File: config.mk
export PLATFORM = sky130hd
export DESIGN_NAME = tmr_fault_scrubber
export DESIGN_NICKNAME = d
export VERILOG_FILES = /design/src/rtl/tmr_pkg.sv /design/src/rtl/tmr_voter3.sv /design/src/rtl/tmr_fault_scrubber.sv
export SDC_FILE = /design/constraint.sdc
export NUM_CORES = 1
export LEC_CHECK = 0
export ABC_AREA = 1
export ABC_CLOCK_PERIOD_IN_PS = 1300
export CORE_MARGIN = 8
export CORE_UTILIZATION = 45
export DETAILED_ROUTE_END_ITERATION = 10
export DONT_BUFFER_PORTS = 1
export RECOVER_POWER = 25
export SYNTH_ARGS = -nofsm -noshare
export SYNTH_HDL_FRONTEND = slang
export SYNTH_SLANG_ARGS = --single-unit
File: constraint.sdc
create_clock -name clk -period 1.3 [get_ports clk]
set_input_delay 0.13 -clock clk [delete_from_list [all_inputs] [get_ports clk]]
set_output_delay 0.13 -clock clk [all_outputs]
set_load 0.1 [all_outputs]
File: src/rtl/tmr_pkg.sv
// Shared types for the TMR fault scrubber.
//   state_t : scrubber FSM state encoding (plain localparams, legacy-compatible)
//   lane_t  : replica lane index, 0 = none, 1..3 = counter_1..counter_3
//   class_t : per-cycle classification of the three replicas
package tmr_pkg;

  typedef logic [2:0] state_t;
  localparam state_t ST_IDLE    = 3'd0;
  localparam state_t ST_SUSPECT = 3'd1;
  localparam state_t ST_RESYNC  = 3'd2;
  localparam state_t ST_VERIFY  = 3'd3;
  localparam state_t ST_LOCKOUT = 3'd4;

  typedef logic [1:0] lane_t;
  localparam lane_t LANE_NONE = 2'd0;
  localparam lane_t LANE_1    = 2'd1;
  localparam lane_t LANE_2    = 2'd2;
  localparam lane_t LANE_3    = 2'd3;

  typedef enum logic [1:0] {
    CLS_NONE   = 2'd0,
    CLS_SINGLE = 2'd1,
    CLS_TRIPLE = 2'd2
  } class_t;

  // Lane index to load-strobe bit; LANE_NONE gives no strobe at all.
  function automatic logic [2:0] lane_onehot(input lane_t lane);
    logic [2:0] oh;
    oh = 3'b000;
    case (lane)
      LANE_1:  oh = 3'b001;
      LANE_2:  oh = 3'b010;
      LANE_3:  oh = 3'b100;
      default: oh = 3'b000;
    endcase
    return oh;
  endfunction

endpackage

File: src/rtl/tmr_voter3.sv
// Combinational three-way voter.
//   a, b, c : replica values
//   vote    : bitwise majority of a, b, c
//   cls     : NONE (all equal), SINGLE (exactly one odd lane), TRIPLE (all differ)
//   lane    : odd lane for SINGLE, LANE_NONE otherwise
module tmr_voter3
  import tmr_pkg::*;
#(
  parameter int WIDTH = 4
) (
  input  logic [WIDTH-1:0] a,
  input  logic [WIDTH-1:0] b,
  input  logic [WIDTH-1:0] c,
  output logic [WIDTH-1:0] vote,
  output class_t           cls,
  output lane_t            lane
);

  logic eq_ab, eq_ac, eq_bc;

  always_comb begin
    vote  = (a & b) | (a & c) | (b & c);
    eq_ab = (a == b);
    eq_ac = (a == c);
    eq_bc = (b == c);
    cls   = CLS_TRIPLE;
    lane  = LANE_NONE;
    // Two equal pairs imply all three equal, so test that case first.
    if (eq_ab && eq_bc) begin
      cls = CLS_NONE;
    end else if (eq_ab) begin
      cls  = CLS_SINGLE;
      lane = LANE_3;
    end else if (eq_ac) begin
      cls  = CLS_SINGLE;
      lane = LANE_2;
    end else if (eq_bc) begin
      cls  = CLS_SINGLE;
      lane = LANE_1;
    end
  end

endmodule

File: src/rtl/tmr_fault_scrubber.sv
// TMR fault scrubber: votes the three replica counters, locates a lone bad
// lane, repairs it with a one-cycle load strobe once it has been wrong for
// PERSIST cycles, and falls into a sticky lockout when repair is impossible.
//   clk, rst         : clock, asynchronous active-low reset
//   enable           : counters advance this cycle
//   q_1, q_2, q_3    : replica values
//   clear_lockout    : pulse to leave lockout
//   q_voted          : registered majority value
//   fault/fault_lane : registered disagreement flag / odd lane
//   resync_load      : one-hot load strobe to counter_1..3
//   resync_value     : value to load, 0 when no strobe
//   fault_count      : saturating count of strobes issued
//   lockout          : sticky uncorrectable flag
//
// state   | meaning
// IDLE    | replicas agree, nothing pending
// SUSPECT | one lane disagrees, counting persistence
// RESYNC  | load strobe driven to the bad lane this cycle
// VERIFY  | load has landed, check the repair took
// LOCKOUT | uncorrectable, waits for clear_lockout or reset
module tmr_fault_scrubber
  import tmr_pkg::*;
#(
  parameter int WIDTH     = 4,
  parameter int PERSIST   = 2,
  parameter int MAX_RETRY = 3,
  parameter int CNT_W     = 8
) (
  input  logic             clk,
  input  logic             rst,
  input  logic             enable,
  input  logic [WIDTH-1:0] q_1,
  input  logic [WIDTH-1:0] q_2,
  input  logic [WIDTH-1:0] q_3,
  input  logic             clear_lockout,
  output logic [WIDTH-1:0] q_voted,
  output logic             fault,
  output logic [1:0]       fault_lane,
  output logic [2:0]       resync_load,
  output logic [WIDTH-1:0] resync_value,
  output logic [CNT_W-1:0] fault_count,
  output logic             lockout
);

  localparam int P_W = $clog2(PERSIST + 1);
  localparam int R_W = $clog2(MAX_RETRY + 1);
  localparam logic [P_W-1:0] PERSIST_C = P_W'(PERSIST);
  localparam logic [R_W-1:0] RETRY_C   = R_W'(MAX_RETRY);

  logic [WIDTH-1:0] vote;
  class_t           cls;
  lane_t            cls_lane;

  state_t           state_q, state_d;
  lane_t            lane_q, lane_d;
  logic [P_W-1:0]   persist_q, persist_d, persist_inc;
  logic [R_W-1:0]   retry_q, retry_d;
  logic [CNT_W-1:0] fault_count_q, fault_count_d;
  logic [WIDTH-1:0] q_voted_q, q_voted_d;
  logic             fault_q, fault_d;
  lane_t            fault_lane_q, fault_lane_d;

  tmr_voter3 #(.WIDTH(WIDTH)) u_voter (
    .a    (q_1),
    .b    (q_2),
    .c    (q_3),
    .vote (vote),
    .cls  (cls),
    .lane (cls_lane)
  );

  always_comb begin
    q_voted_d    = vote;
    fault_d      = (cls != CLS_NONE);
    fault_lane_d = cls_lane;
  end

  always_comb begin
    state_d       = state_q;
    lane_d        = lane_q;
    persist_d     = persist_q;
    retry_d       = retry_q;
    fault_count_d = fault_count_q;
    persist_inc   = persist_q + P_W'(1);

    case (state_q)
      ST_IDLE: begin
        if (cls == CLS_SINGLE) begin
          lane_d    = cls_lane;
          persist_d = P_W'(1);
          state_d   = (PERSIST == 1) ? ST_RESYNC : ST_SUSPECT;
        end else if (cls == CLS_TRIPLE) begin
          state_d = ST_LOCKOUT;
        end
      end

      ST_SUSPECT: begin
        if (cls == CLS_NONE) begin
          // Transient upset that healed itself: no repair, no count.
          state_d   = ST_IDLE;
          persist_d = '0;
        end else if (cls == CLS_TRIPLE) begin
          state_d = ST_LOCKOUT;
        end else if (cls_lane == lane_q) begin
          persist_d = persist_inc;
          if (persist_inc == PERSIST_C) state_d = ST_RESYNC;
        end else begin
          // A different lane is now the odd one: persistence starts over.
          lane_d    = cls_lane;
          persist_d = P_W'(1);
          if (PERSIST == 1) state_d = ST_RESYNC;
        end
      end

      ST_RESYNC: begin
        retry_d   = retry_q + R_W'(1);
        persist_d = '0;
        if (fault_count_q != '1) fault_count_d = fault_count_q + CNT_W'(1);
        state_d   = ST_VERIFY;
      end

      ST_VERIFY: begin
        if (cls == CLS_NONE) begin
          state_d = ST_IDLE;
          retry_d = '0;
        end else if (cls == CLS_SINGLE && retry_q < RETRY_C) begin
          lane_d  = cls_lane;
          state_d = ST_RESYNC;
        end else begin
          state_d = ST_LOCKOUT;
        end
      end

      ST_LOCKOUT: begin
        if (clear_lockout) begin
          state_d   = ST_IDLE;
          lane_d    = LANE_NONE;
          persist_d = '0;
          retry_d   = '0;
        end
      end

      default: begin
        state_d   = ST_IDLE;
        lane_d    = LANE_NONE;
        persist_d = '0;
        retry_d   = '0;
      end
    endcase
  end

  always_ff @(posedge clk or negedge rst) begin
    if (!rst) begin
      state_q       <= ST_IDLE;
      lane_q        <= LANE_NONE;
      persist_q     <= '0;
      retry_q       <= '0;
      fault_count_q <= '0;
      q_voted_q     <= '0;
      fault_q       <= 1'b0;
      fault_lane_q  <= LANE_NONE;
    end else begin
      state_q       <= state_d;
      lane_q        <= lane_d;
      persist_q     <= persist_d;
      retry_q       <= retry_d;
      fault_count_q <= fault_count_d;
      q_voted_q     <= q_voted_d;
      fault_q       <= fault_d;
      fault_lane_q  <= fault_lane_d;
    end
  end

  // The strobe is decoded straight from state so an async reset kills it at
  // once. The value uses this cycle's vote plus enable so the repaired lane
  // lands on the same count the good lanes step to at the same edge.
  always_comb begin
    resync_load  = 3'b000;
    resync_value = '0;
    if (state_q == ST_RESYNC) begin
      resync_load  = lane_onehot(lane_q);
      resync_value = vote + WIDTH'(enable);
    end
  end

  assign q_voted     = q_voted_q;
  assign fault       = fault_q;
  assign fault_lane  = fault_lane_q;
  assign fault_count = fault_count_q;
  assign lockout     = (state_q == ST_LOCKOUT);

endmodule

* Word-level counts from Yosys, hierarchy flattened
Index checks and enable logic that the tools add are counted.
** Word-level totals
- Register bits after elaboration :: 24
- Latch bits :: 0
- RAM bits :: 0
- Bits in read-only memories :: 0
- Output and inout bits :: 23
- Memories kept :: 0
** Operators by class
- Add/subtract/negate cells :: 4
- $mul :: 0
- Div/mod/pow operators :: 0
- Order comparisons :: 1
- Equality and inequality tests :: 27
- Shift operators :: 0
- Muxes and demuxes :: 36
- Bitwise logic cells :: 8
- Reductions and logical operators :: 11
** Operators by type and width (count)
- $mux 2 :: 19
- $mux 3 :: 10
- $ne 2x2->1 const B :: 8
- $pmux 2 s4 :: 2
- $pmux 3 s5 :: 1
- $and 4x4->4 :: 3
- $eq 4x4->1 :: 3
- $pmux 2 s5 :: 1
- $pmux 3 s3 :: 1
- $add 8x1->8 const B :: 1
- $eq 2x2->1 const B :: 4
- $ne 4x4->1 const B :: 2
- $ne 8x8->1 const B :: 1
- $or 4x4->4 :: 2
- $reduce_and 4->1 :: 2
- $reduce_and 8->1 :: 1
- $eq 3x2->1 const B :: 2
- $ne 3x3->1 const B :: 2
- $add 2x1->2 const B :: 2
- $add 4x1->4 :: 1
- $eq 2x1->1 const B :: 2
- $mux 4 :: 1
- $eq 3x1->1 const B :: 1
- $eq 3x3->1 const B :: 1
- other kinds (11) :: 14

* Longest topological paths before layout
- Depth in word-level cells :: 10
- Mapped depth :: 12
- Mapped depth without buffers :: 12

* By module
A second synthesis with hierarchy kept.
** Second synthesis, totals
- Cells, all modules :: 218
- Area total of the unflattened synthesis :: 1704.1 um^2
** Modules (own cells, without submodules)
- tmr_fault_scrubber :: times used 1, cells an instance 177, area an instance 1430.1 um^2, sequential area each 600.6 um^2
- tmr_voter3 :: times used 1, cells an instance 41, area an instance 274.0 um^2, sequential area each 0.0 um^2

* Worst setup path after synthesis
OpenSTA, ideal clock, no wires.
- Path type :: reg2out
- Start :: reg state_q[0]
- End :: out resync_load[0]
- Arrival time :: 2.889 ns
- Data required time :: 1.170 ns
- Slack :: -1.719 ns
- Stages on the path, launching flop included :: 6
- Buffers on the path :: 0
- Path through :: dfrtp_1 inv_2 nand2_2 nor2_4 inv_1 nor3_1
** On the way
- Longest elaborated chain between the ends :: 2
** RTL lines
- start, declared :: RTL line tmr_fault_scrubber.sv:54 : state_t state_q, state_d;
- start signal, assigned :: RTL line tmr_fault_scrubber.sv:163 : state_q <= state_d;
- $eq 3x2->1 :: RTL line tmr_fault_scrubber.sv:180 : if (state_q == ST_RESYNC) begin
- $mux 3 :: RTL line tmr_fault_scrubber.sv:180
- end, declared :: RTL line tmr_fault_scrubber.sv:39 : output logic [2:0] resync_load,
Every way passes these cells.

* Worst setup path in the final report
- Start :: reg state_q[2]
- End :: out resync_value[1]
** On the way
- Longest elaborated chain between the ends :: 2
** RTL lines
- $eq 3x2->1 :: RTL line tmr_fault_scrubber.sv:180
- $mux 4 :: RTL line tmr_fault_scrubber.sv:180
- end, declared :: RTL line tmr_fault_scrubber.sv:40 : output logic [WIDTH-1:0] resync_value,
Every way passes these cells.

==> impl_summary.txt <==
----------------------------------------------------
[Outcome]
  Status ... finished, violations left
  Failing checks ... setup timing

[Critical path]
  Critical path origin ... state_q[2]
  Setup slack of the worst register-to-register path ... -0.38 ns
  Cell depth of the worst setup path ... 5
  Worst endpoint data arrival time ... approximately 1.7 ns
  Crit Reg-Reg Startpoint ... state_q[1]
  Endpoint of the worst setup timing path ... resync_value[1]
  Reg-to-reg critical path endpoint ... lane_q[1]
  Number of cells on the worst reg-to-reg path ... 11
  CP cell instances ... nor2_4 > inv_1 > buf_12 > nor2_4 > buf_12
  Setup Crit Path Kind ... flip-flop to primary output
  Slowest stage cell on the critical path ... sky130_fd_sc_hd__dfrtp_2
  CP delay by family, top ... buffers and inverters
  Maximum fanout along the worst path ... 5
  Crit path buf inv count ... 3
  Data required time of the worst path ... 1.17 ns
  Largest stage delay, worst path ... 0.49 ns
  Worst setup EP type ... primary output
  Startpoint class of the critical path ... flip-flop

[Place]
  Count of port buffers added during placement ... 0
  Post-placement cell count ... 294
  Half-perimeter wire length after placement ... 3650 um
  Worst slack, placed ... -0.424 ns
  Final GP Congestion ... 0.862

[Synthesis]
  Biggest area contributors in the synthesized netlist ... sky130_fd_sc_hd__dfrtp_1, sky130_fd_sc_hd__ha_1, sky130_fd_sc_hd__nand2_1, sky130_fd_sc_hd__nor2_1, sky130_fd_sc_hd__inv_1
  Async SR Flop Fraction ... 100%
  Mean cell area of the mapped netlist ... 8.25 um2
  Library cell with the largest summed area after synthesis ... sky130_fd_sc_hd__dfrtp_1
  Top flip-flop cell by instance count after synthesis ... sky130_fd_sc_hd__dfrtp_1
  Synthesized netlist cell count ... between 150 and 200
  Synth top area share ... 39.2%
  Area of the mapped netlist ... 0.00153 mm2
  Number of synthesized flops with an enable pin ... 0
  Post-synth top cells ... sky130_fd_sc_hd__nand2_1, sky130_fd_sc_hd__nor2_1, sky130_fd_sc_hd__dfrtp_1
  Yosys warnings ... 0
  Distinct cell type count of the synthesized netlist ... 26
  Post-synthesis sequential area ratio ... 39.2%
  Flip-flop and latch count after synthesis ... 24
  Count leader, synth ... sky130_fd_sc_hd__nand2_1
  Syn Nets ... 219

[Timing]
  PnR worst setup slack ... -0.489 ns
  Number of setup violations in the final report ... 25
  Final hold violations ... 0
  Worst Skew ... 0.00496 ns
  Minimum clock period after layout ... roughly 1.8 ns
  Worst rel slew slack ... around three fifths
  Slew at the pin closest to its max-slew limit ... 0.609 ns
  Post-route fraction of the period consumed by the critical path ... 138%
  Final slew viol count ... 0
  Setup repair after global routing missed its margin ... true
  Max Freq ... 559 MHz

[Flow run]
  Max capacitance violation total ... 0

[GRT]
  Initial antenna violation count ... 0
  Wire length of the first global-routing pass ... 8140 um
  GRT Total Usage ... 19.1%
  Number of global-route vias before repair ... 1688
  Maximum number of pins on one net before global-route repair ... 25
  Total congestion overflow ... 0

[Floorplanning]
  Floorplan die height ... 74.4 um
  Starting density of the core ... 46.3%
  Floorplan die area ... 0.00553 mm2
  Std-Cell Core Area ... 0.00331 mm2
  Horizontal die dimension ... 74.4 um
  I/O pins ... 39
  Row count ... 21

[Detailed routing]
  Post-Route WL ... 5400 um
  Overall via count from detail_route ... around 1600
  Average routed wire per standard cell ... 17.1 um
  Number of DRC violations after detailed-routing iteration 0 ... 103
  Vias per cell ... 5.18
  DRC ... 0
  Initial DRT Pass Iterations ... 4
  Post-route antenna net violation count ... 0

[Min path]
  Hold depth ... 2
  Hold Startpoint ... q_3[0]
  Hold Path Class ... input pin to flip-flop

[Cells and area]
  Area growth from synthesis to layout ... 81.3%
  Antenna cells ... 0
  Proportion of layout cells with a drive suffix above 1 ... 55.0%
  Number of nets in the final layout ... between 300 and 400
  Count of non-filler cells in the finished layout ... 315

[Power]
  Power density relative to cell area ... 1250 mW/mm2
  IR Drop Worst-Case VDD ... 0.000869 V
  Leakage ... roughly 1.3 nW

[Clocking]
  Cell chosen for the clock root ... sky130_fd_sc_hd__clkbuf_4
  Latest clock arrival within the worst-skew pair ... 0.32 ns
  TritonCTS clock tree ... done
  Clock buffer depth ... 2
  Number of buffers inserted during clock tree synthesis ... 3
  H-tree levels ... 1
  Post-CTS clock slew at the launch and capture registers of the worst setup and hold paths ... 0.14 ns
  CTS sink count ... 24

----------------------------------------------------
==> layer usage <==
| layer | global-route usage [%] | vias up | wire length [um] |
|---|---|---|---|
| li1 | - | 768 | - |
| met2 | 35.8 | 66 | 2920 |
| met1 | 21.5 | 786 | 1940 |
| met3 | 3.10 | 12 | 404 |
| met5 | 0 | - | 0 |
| met4 | 5.22 | 0 | 137 |
==> placed cells by master, fill, tap and decap left out, types with 2 or more instances in the layout <==
master,instances
sky130_fd_sc_hd__a21oi_1,3
sky130_fd_sc_hd__a21oi_4,2
sky130_fd_sc_hd__buf_12,13
sky130_fd_sc_hd__buf_4,52
sky130_fd_sc_hd__buf_6,12
sky130_fd_sc_hd__clkbuf_4,3
sky130_fd_sc_hd__dfrtp_1,15
sky130_fd_sc_hd__dfrtp_2,3
sky130_fd_sc_hd__dfrtp_4,6
sky130_fd_sc_hd__ha_1,7
sky130_fd_sc_hd__ha_4,9
sky130_fd_sc_hd__inv_1,21
sky130_fd_sc_hd__inv_2,4
sky130_fd_sc_hd__nand2_1,27
sky130_fd_sc_hd__nand2_2,10
sky130_fd_sc_hd__nand2_4,2
sky130_fd_sc_hd__nand3_1,9
sky130_fd_sc_hd__nand3_2,3
sky130_fd_sc_hd__nand4_1,4
sky130_fd_sc_hd__nor2_1,15
sky130_fd_sc_hd__nor2_2,7
sky130_fd_sc_hd__nor2_4,8
sky130_fd_sc_hd__nor3_1,4
sky130_fd_sc_hd__nor3_4,6
sky130_fd_sc_hd__or3_1,2
sky130_fd_sc_hd__xor2_1,6
==> power by group <==
part / leakage (nW) / internal (mW) / switching [mW] / total [mW]
combinational: 1.01 / 0.860 / 1.25 / 2.12
sequential: 0.295 / 0.872 / 0.119 / 0.990
clock: 0.0150 / 0.120 / 0.243 / 0.364
total: 1.32 / 1.85 / 1.62 / 3.47
==> state kept, by name, summed over array words and instances, names as in the netlist <==
register,cells
fault,1
fault_count,8
fault_lane,2
lane_q,2
persist_q,2
q_voted,4
retry_q,2
state_q,3
==> worst register-to-register path, stage by stage (launching register included) <==
cell and delay (ns):
sky130_fd_sc_hd__dfrtp_1 0.41, sky130_fd_sc_hd__buf_4 0.14, sky130_fd_sc_hd__buf_6 0.11, sky130_fd_sc_hd__buf_6 0.11, sky130_fd_sc_hd__buf_4 0.13, sky130_fd_sc_hd__nor4_4 0.32
sky130_fd_sc_hd__inv_2 0.10, sky130_fd_sc_hd__nand2_2 0.08, sky130_fd_sc_hd__nor2_2 0.05, sky130_fd_sc_hd__nand2_1 0.09, sky130_fd_sc_hd__nand2_1 0.05, sky130_fd_sc_hd__nand2_1 0.06
==> through the flow <==
step	setup TNS (ns)	total power [mW]	utilization (%)	hold WS, ns	cell area, um2
after global routing	-9.76	3.70	84.0	0.0539	2780
after global placement	-2.74	2.72	73.7	-0.165	2440
after detailed placement	-3.63	2.78	73.7	-0.165	2440
final	-7.69	3.47	84.0	0.0579	2780
after floorplan	-5.36	2.13	-	-0.166	1800
after CTS	-6.74	3.34	81.3	0.0475	2690
==> cell type report <==
type	instances	area, um2
timing repair buffer	79	801
clock buffer	4	26.3
multi-input combinational	137	1180
sequential	24	627
fill	188	529
tap	46	57.6
inverter	25	93.8
==> logic make-up after synthesis <==
logic type | count (synthesis) | share of synthesized area (%)
xor+xnor | 8 | 4.57
compound gates | 9 | 3.02
simple gates | 101 | 31.9
buf+inv | 25 | 6.12
flops | 24 | 39.2
fa+ha+maj | 17 | 13.9
mux | 2 | 1.39
==> worst min-delay path by stage <==
stage / to / slack, ns
floorplan: fault / -0.17
global placement: q_voted[0] / -0.16
detailed placement: q_voted[0] / -0.16
CTS: state_q[2] / 0.05
global route: q_voted[0] / 0.05
finish: q_voted[0] / 0.06
==> repair_timing <==
action,in CTS,in global routing
resized for setup,32,18
hold buffers,2,0
setup buffers,12,5
pin swaps,16,5
hold endpoints to repair,24,0
setup endpoints to repair,25,29
No activity file was read; power rests on OpenSTA's default activity.
